===== config.mk =====
export PLATFORM = sky130hd
export DESIGN_NAME = aircon_status_tx
export DESIGN_NICKNAME = d
export VERILOG_FILES = /design/src/rtl/aircon_pkg.sv /design/src/rtl/aircon_refresh_tick.sv /design/src/rtl/aircon_status_tx.sv
export SDC_FILE = /design/constraint.sdc
export NUM_CORES = 1
export LEC_CHECK = 0
export BUFFER_PORTS_ARGS = -buffer_cell sky130_fd_sc_hd__buf_4
export CAP_MARGIN = 10
export CORE_ASPECT_RATIO = 0.5
export CORE_MARGIN = 5
export CORE_UTILIZATION = 40
export DETAILED_ROUTE_END_ITERATION = 10
export GPL_ROUTABILITY_DRIVEN = 0
export SYNTH_ARGS = -nofsm -noshare
export SYNTH_HDL_FRONTEND = slang
export SYNTH_SLANG_ARGS = --single-unit

===== constraint.sdc =====
create_clock -name clk -period 2.96 [get_ports clk]
set_clock_uncertainty 0.05 [all_clocks]
set_input_delay 0.148 -clock clk [delete_from_list [all_inputs] [get_ports clk]]
set_output_delay 0.148 -clock clk [all_outputs]
set_load 0.01 [all_outputs]

===== src/rtl/aircon_pkg.sv =====
`default_nettype none
// +----------------------------------------------------------------------------+
// | Module      : aircon_pkg                                                   |
// | Description : Shared widths, field tags, FSM states and word formatting    |
// |               for the air-conditioner status reporter.                     |
// | Revision    : 1.0 - initial release                                        |
// +----------------------------------------------------------------------------+
package aircon_pkg;

    localparam int FIELD_W    = 5;
    localparam int NUM_FIELDS = 4;
    localparam int SNAP_W     = FIELD_W * NUM_FIELDS;
    localparam int IDX_W      = 2;

    localparam logic [IDX_W-1:0] TAG_TEMP  = 2'd0;
    localparam logic [IDX_W-1:0] TAG_CAP   = 2'd1;
    localparam logic [IDX_W-1:0] TAG_FAN   = 2'd2;
    localparam logic [IDX_W-1:0] TAG_TIMER = 2'd3;

    typedef enum logic [0:0] {
        IDLE = 1'b0,
        SEND = 1'b1
    } state_t;

    // Stream word: tag, last-word flag, then the field taken from the snapshot.
    function automatic logic [7:0] make_word(input logic [IDX_W-1:0] idx,
                                             input logic [SNAP_W-1:0] snap);
        return {idx, (idx == TAG_TIMER), snap[int'(idx)*FIELD_W +: FIELD_W]};
    endfunction

endpackage
`default_nettype wire


===== src/rtl/aircon_refresh_tick.sv =====
`default_nettype none
// +----------------------------------------------------------------------------+
// | Module      : aircon_refresh_tick                                          |
// | Description : Periodic one-cycle refresh pulse while power is on.          |
// | Revision    : 1.0 - initial release                                        |
// +----------------------------------------------------------------------------+
module aircon_refresh_tick #(
    parameter int REFRESH_CYCLES = 1000
) (
    input  logic clk,
    input  logic rst,
    input  logic pwr,
    output logic tick
);

    localparam int               CNT_W   = (REFRESH_CYCLES > 1) ? $clog2(REFRESH_CYCLES) : 1;
    localparam logic [CNT_W-1:0] LAST    = CNT_W'(REFRESH_CYCLES - 1);
    localparam logic             ENABLED = (REFRESH_CYCLES != 0);

    logic [CNT_W-1:0] r_count;
    logic             w_at_last;

    assign w_at_last = (r_count == LAST);

    // Held at zero while unpowered so the first pulse lands a full period after power-up.
    always_ff @(posedge clk or posedge rst) begin
        if (rst) begin
            r_count <= '0;
        end else if (!pwr || w_at_last) begin
            r_count <= '0;
        end else begin
            r_count <= r_count + 1'b1;
        end
    end

    assign tick = ENABLED & pwr & w_at_last;

endmodule
`default_nettype wire


===== src/rtl/aircon_status_tx.sv =====
`default_nettype none
// +----------------------------------------------------------------------------+
// | Module      : aircon_status_tx                                             |
// | Description : Snapshots the four settings and streams them as a 4-word     |
// |               valid/ready frame on request or periodic refresh.            |
// | Revision    : 1.0 - initial release                                        |
// +----------------------------------------------------------------------------+
module aircon_status_tx
    import aircon_pkg::*;
#(
    parameter int REFRESH_CYCLES = 1000
) (
    input  logic         clk,
    input  logic         rst,
    input  logic         pwr,
    input  logic [4:0]   temp,
    input  logic [4:0]   cap,
    input  logic [4:0]   fan,
    input  logic [4:0]   timer,
    input  logic         req,
    output logic         out_valid,
    input  logic         out_ready,
    output logic [7:0]   out_data,
    output logic         busy,
    output logic [7:0]   frame_count
);

    state_t              r_state;
    logic [SNAP_W-1:0]   r_snap;
    logic [IDX_W-1:0]    r_idx;
    logic                r_pending;

    logic                w_tick;
    logic                w_trigger;
    logic [SNAP_W-1:0]   w_live;

    aircon_refresh_tick #(
        .REFRESH_CYCLES (REFRESH_CYCLES)
    ) u_refresh (
        .clk  (clk),
        .rst  (rst),
        .pwr  (pwr),
        .tick (w_tick)
    );

    assign w_trigger = (req | w_tick) & pwr;
    assign w_live    = {timer, fan, cap, temp};

    always_ff @(posedge clk or posedge rst) begin
        if (rst) begin
            r_state     <= IDLE;
            r_snap      <= '0;
            r_idx       <= '0;
            r_pending   <= 1'b0;
            out_valid   <= 1'b0;
            out_data    <= '0;
            busy        <= 1'b0;
            frame_count <= '0;
        end else begin
            case (r_state)
                IDLE: begin
                    if (w_trigger) begin
                        r_state   <= SEND;
                        r_snap    <= w_live;
                        r_idx     <= TAG_TEMP;
                        r_pending <= 1'b0;
                        out_valid <= 1'b1;
                        busy      <= 1'b1;
                        out_data  <= make_word(TAG_TEMP, w_live);
                    end
                end

                SEND: begin
                    if (!pwr) begin
                        // Power loss abandons the frame and any queued request.
                        r_state   <= IDLE;
                        r_idx     <= '0;
                        r_pending <= 1'b0;
                        out_valid <= 1'b0;
                        busy      <= 1'b0;
                        out_data  <= '0;
                    end else if (out_ready) begin
                        if (r_idx == TAG_TIMER) begin
                            frame_count <= frame_count + 8'd1;
                            if (r_pending || w_trigger) begin
                                r_snap    <= w_live;
                                r_idx     <= TAG_TEMP;
                                r_pending <= 1'b0;
                                out_data  <= make_word(TAG_TEMP, w_live);
                            end else begin
                                r_state   <= IDLE;
                                r_idx     <= '0;
                                out_valid <= 1'b0;
                                busy      <= 1'b0;
                                out_data  <= '0;
                            end
                        end else begin
                            r_idx     <= r_idx + 2'd1;
                            r_pending <= r_pending | w_trigger;
                            out_data  <= make_word(r_idx + 2'd1, r_snap);
                        end
                    end else begin
                        r_pending <= r_pending | w_trigger;
                    end
                end

                default: begin
                    r_state   <= IDLE;
                    out_valid <= 1'b0;
                    busy      <= 1'b0;
                end
            endcase
        end
    end

endmodule
`default_nettype wire


==> results.yml <==
floorplan:
  initial_utilization: 0.404
  core_um2: 5960
  num_rows: 20
  die_x_um: 120
  ios: 43
  dieArea_um2: 7760
  die_height_um: 64.8
power_and_ir_drop:
  p_per_area_nw_per_um2: 573
  max-vdd-ir-drop_v: 0.000212
  power.total_mw: 1.67
  leakagePower_nw: 1.45
sta:
  fin_crit_ps: 2370
  hold_viol: 0
  finalMaxSlewViolations: 0
  min_period_over_period: 0.802
  rsz0062_at_grt: "no"
  setup_viol: 0
  max_slew_margin: 0.322
  tightest_slew_ps: 1020
  fin_tns_setup_ps: 0
  fmax_ghz: 0.421
routing:
  drtAntennaViolNets: 0
  postRouteWirelength_mm: 4.76
  routed-via-count: 1628
  wl_per_cell_um: 14.9
  drc_errors: 0
  drtPass1Iterations: 4
  drt-initial-drc-count: 87
  viasPerCell: 5.10
logic_synthesis:
  syn-instance-count: 199
  ys_ff_latch: 49
  yosysUniqueCellTypes: 33
  synth-main-ff-cell: "dfrtp_1"
  ys_seq_area_frac: 0.510
  syn-num-nets: 228
  async_reset_ff_frac: 1.00
  avgSynthCellArea_um2: 12.1
  yosys_warnings: 0
  synth_edf_count: 0
  syn_area_um2: 2410
clocking:
  numCtsBuffers: 5
  cts-htree-levels: 2
  cts_tree: "done"
  ctsRootBufferMaster: "clkbuf_16"
  cts_num_sinks: 49
  postCtsSetupRepairBufs: 0
  insertion_delay_ps: 280
  ctsResizeCount: 0
  clkSlewWorstSetupHoldPaths_ps: 60
  postCtsHoldBufs: 0
  clockBufferDepth: 2
setup_path:
  worstSetupEndpointType: "flop"
  start_kind: "flop"
  critPathKind: "reg2reg"
  worstPathMaxFanout: 20
  critPathRequiredTime_ps: 3080
  cp.arrival_ps: 2490
run_status:
  status: "completed"
grt:
  grt_max_degree: 50
  grt_pass1_wl_mm: 8.03
  grt_pass1_vias: 1665
  gr-total-overflow: 0
  antenna_found_initial: 0
  grt_use_total: 0.130
finish:
  register_area_um2: 1230
  finalInstanceArea_um2: 2920
  n_fill_cell: 553
  multi_input_area_um2: 1080
  diodes: 0
  area_growth_pct: 21.3
  layout.nets: 271
  drive_gt1_frac: 0.314
placement:
  dpl-instance-area_um2: 2780
  port_buffers: 42
  dp_hpwl_mm: 3.43
run:
  drv_cap: 0
hold_path:
  min_path_type: "in2reg"
-- metrics by stage --
stage	setup slack, ps	hold slack, ps	instances	utilization
floorplan	854	244	199	-
detailed placement	583	333	312	0.466
global placement	667	330	312	0.466
CTS	580	37.2	319	0.490
global route	427	38.1	319	0.490
finish	587	40.9	319	0.490
-- area by class of cell --
cell class,count,area share
Clock buffer,7,0.0489
Inverter,10,0.0129
Multi-Input combinational cell,132,0.372
Sequential cell,49,0.420
Tap cell,77,0.0330
Timing Repair Buffer,44,0.113
-- cell families after synthesis --
kind of cell             Yosys count  synth area share
AND/OR/NAND/NOR                   50             0.105
adder cells (fa/ha/maj)            4            0.0208
buffers and inverters             18            0.0395
flip-flops                        49             0.510
multiplexers                      34             0.185
AO/OA/AOI/OAI                     29            0.0863
XOR/XNOR                          15            0.0546
-- placed cells by master, fill, tap and decap left out, types with 2 or more instances in the layout --
cell       synthesis  routed
a21oi_1            2       2
a22oi_1            5       5
and3_1             6       6
and4_1             3       3
buf_4              1      44
clkbuf_16          0       5
dfrtp_1           49      49
ha_1               4       4
inv_1             10       9
mux2_2             3       3
mux2_4            20      20
mux2i_1           11      11
nand2_1            9       9
nand3_1           11      11
nand4_1            3       3
nor2_1            15      15
o21ai_0            9       9
o221ai_1           5       5
xnor2_1            9       9
xor2_1             6       6
-- layer usage --
metal / vias up / global-route usage / share of wire
met2: 19 / 0.216 / 0.48
met1: 807 / 0.167 / 0.48
met4: 0 / 0.0428 / 0.013
li1: 796 / - / -
met3: 6 / 0.0340 / 0.032
met5: - / 0 / 0
-- synthesized netlist by cell type (4+ instances only) --
library cell | count | area [um2]
o21ai_0 | 9 | 45.0
xor2_1 | 6 | 52.6
xnor2_1 | 9 | 78.8
ha_1 | 4 | 50.1
nor2_1 | 15 | 56.3
nand3_1 | 11 | 55.1
o221ai_1 | 5 | 43.8
dfrtp_1 | 49 | 1230
nand2_1 | 9 | 33.8
mux2_4 | 20 | 300
and3_1 | 6 | 37.5
mux2i_1 | 11 | 110
inv_1 | 10 | 37.5
a22oi_1 | 5 | 37.5
-- sequential cells by signal, indices dropped and copies added (netlist names) --
signal / count
r_snap: 20
r_pending: 1
frame_count: 8
u_refresh.r_count: 10
out_data: 8
r_state: 1
busy: 1
-- path summary, 6_finish.rpt --
check / start / endpoint / cells after the start / slack, ps
setup / recovery: u_refresh.r_count[0]$_DFF_PP0_ / r_snap[13]$_DFFE_PP0P_ / 6 / 590
hold / removal: timer[1] / r_snap[16]$_DFFE_PP0P_ / 2 / 40
setup reg to reg: u_refresh.r_count[0]$_DFF_PP0_ / r_snap[13]$_DFFE_PP0P_ / 6 / 590
hold reg to reg: frame_count[7]$_DFFE_PP0P_ / frame_count[7]$_DFFE_PP0P_ / 1 / 430
max in group asynchronous: rst / u_refresh.r_count[8]$_DFF_PP0_ / 2 / 2170
min in group asynchronous: rst / out_data[6]$_DFFE_PP0P_ / 2 / 60
-- power breakdown --
part / switching, mW / leakage [nW] / total (mW) / internal, mW
clock: 0.222 / 0.0700 / 0.554 / 0.332
sequential: 0.0555 / 0.626 / 0.803 / 0.748
combinational: 0.131 / 0.752 / 0.314 / 0.183
total: 0.409 / 1.45 / 1.67 / 1.26
-- critical path: stages (launching register included) --
cell	delay (ps)
dfrtp_1	400
ha_1	240
and4bb_1	260
a31o_1	380
a32o_1	230
buf_4	340
mux2_4	330
Power figures use the tool's default switching activity.
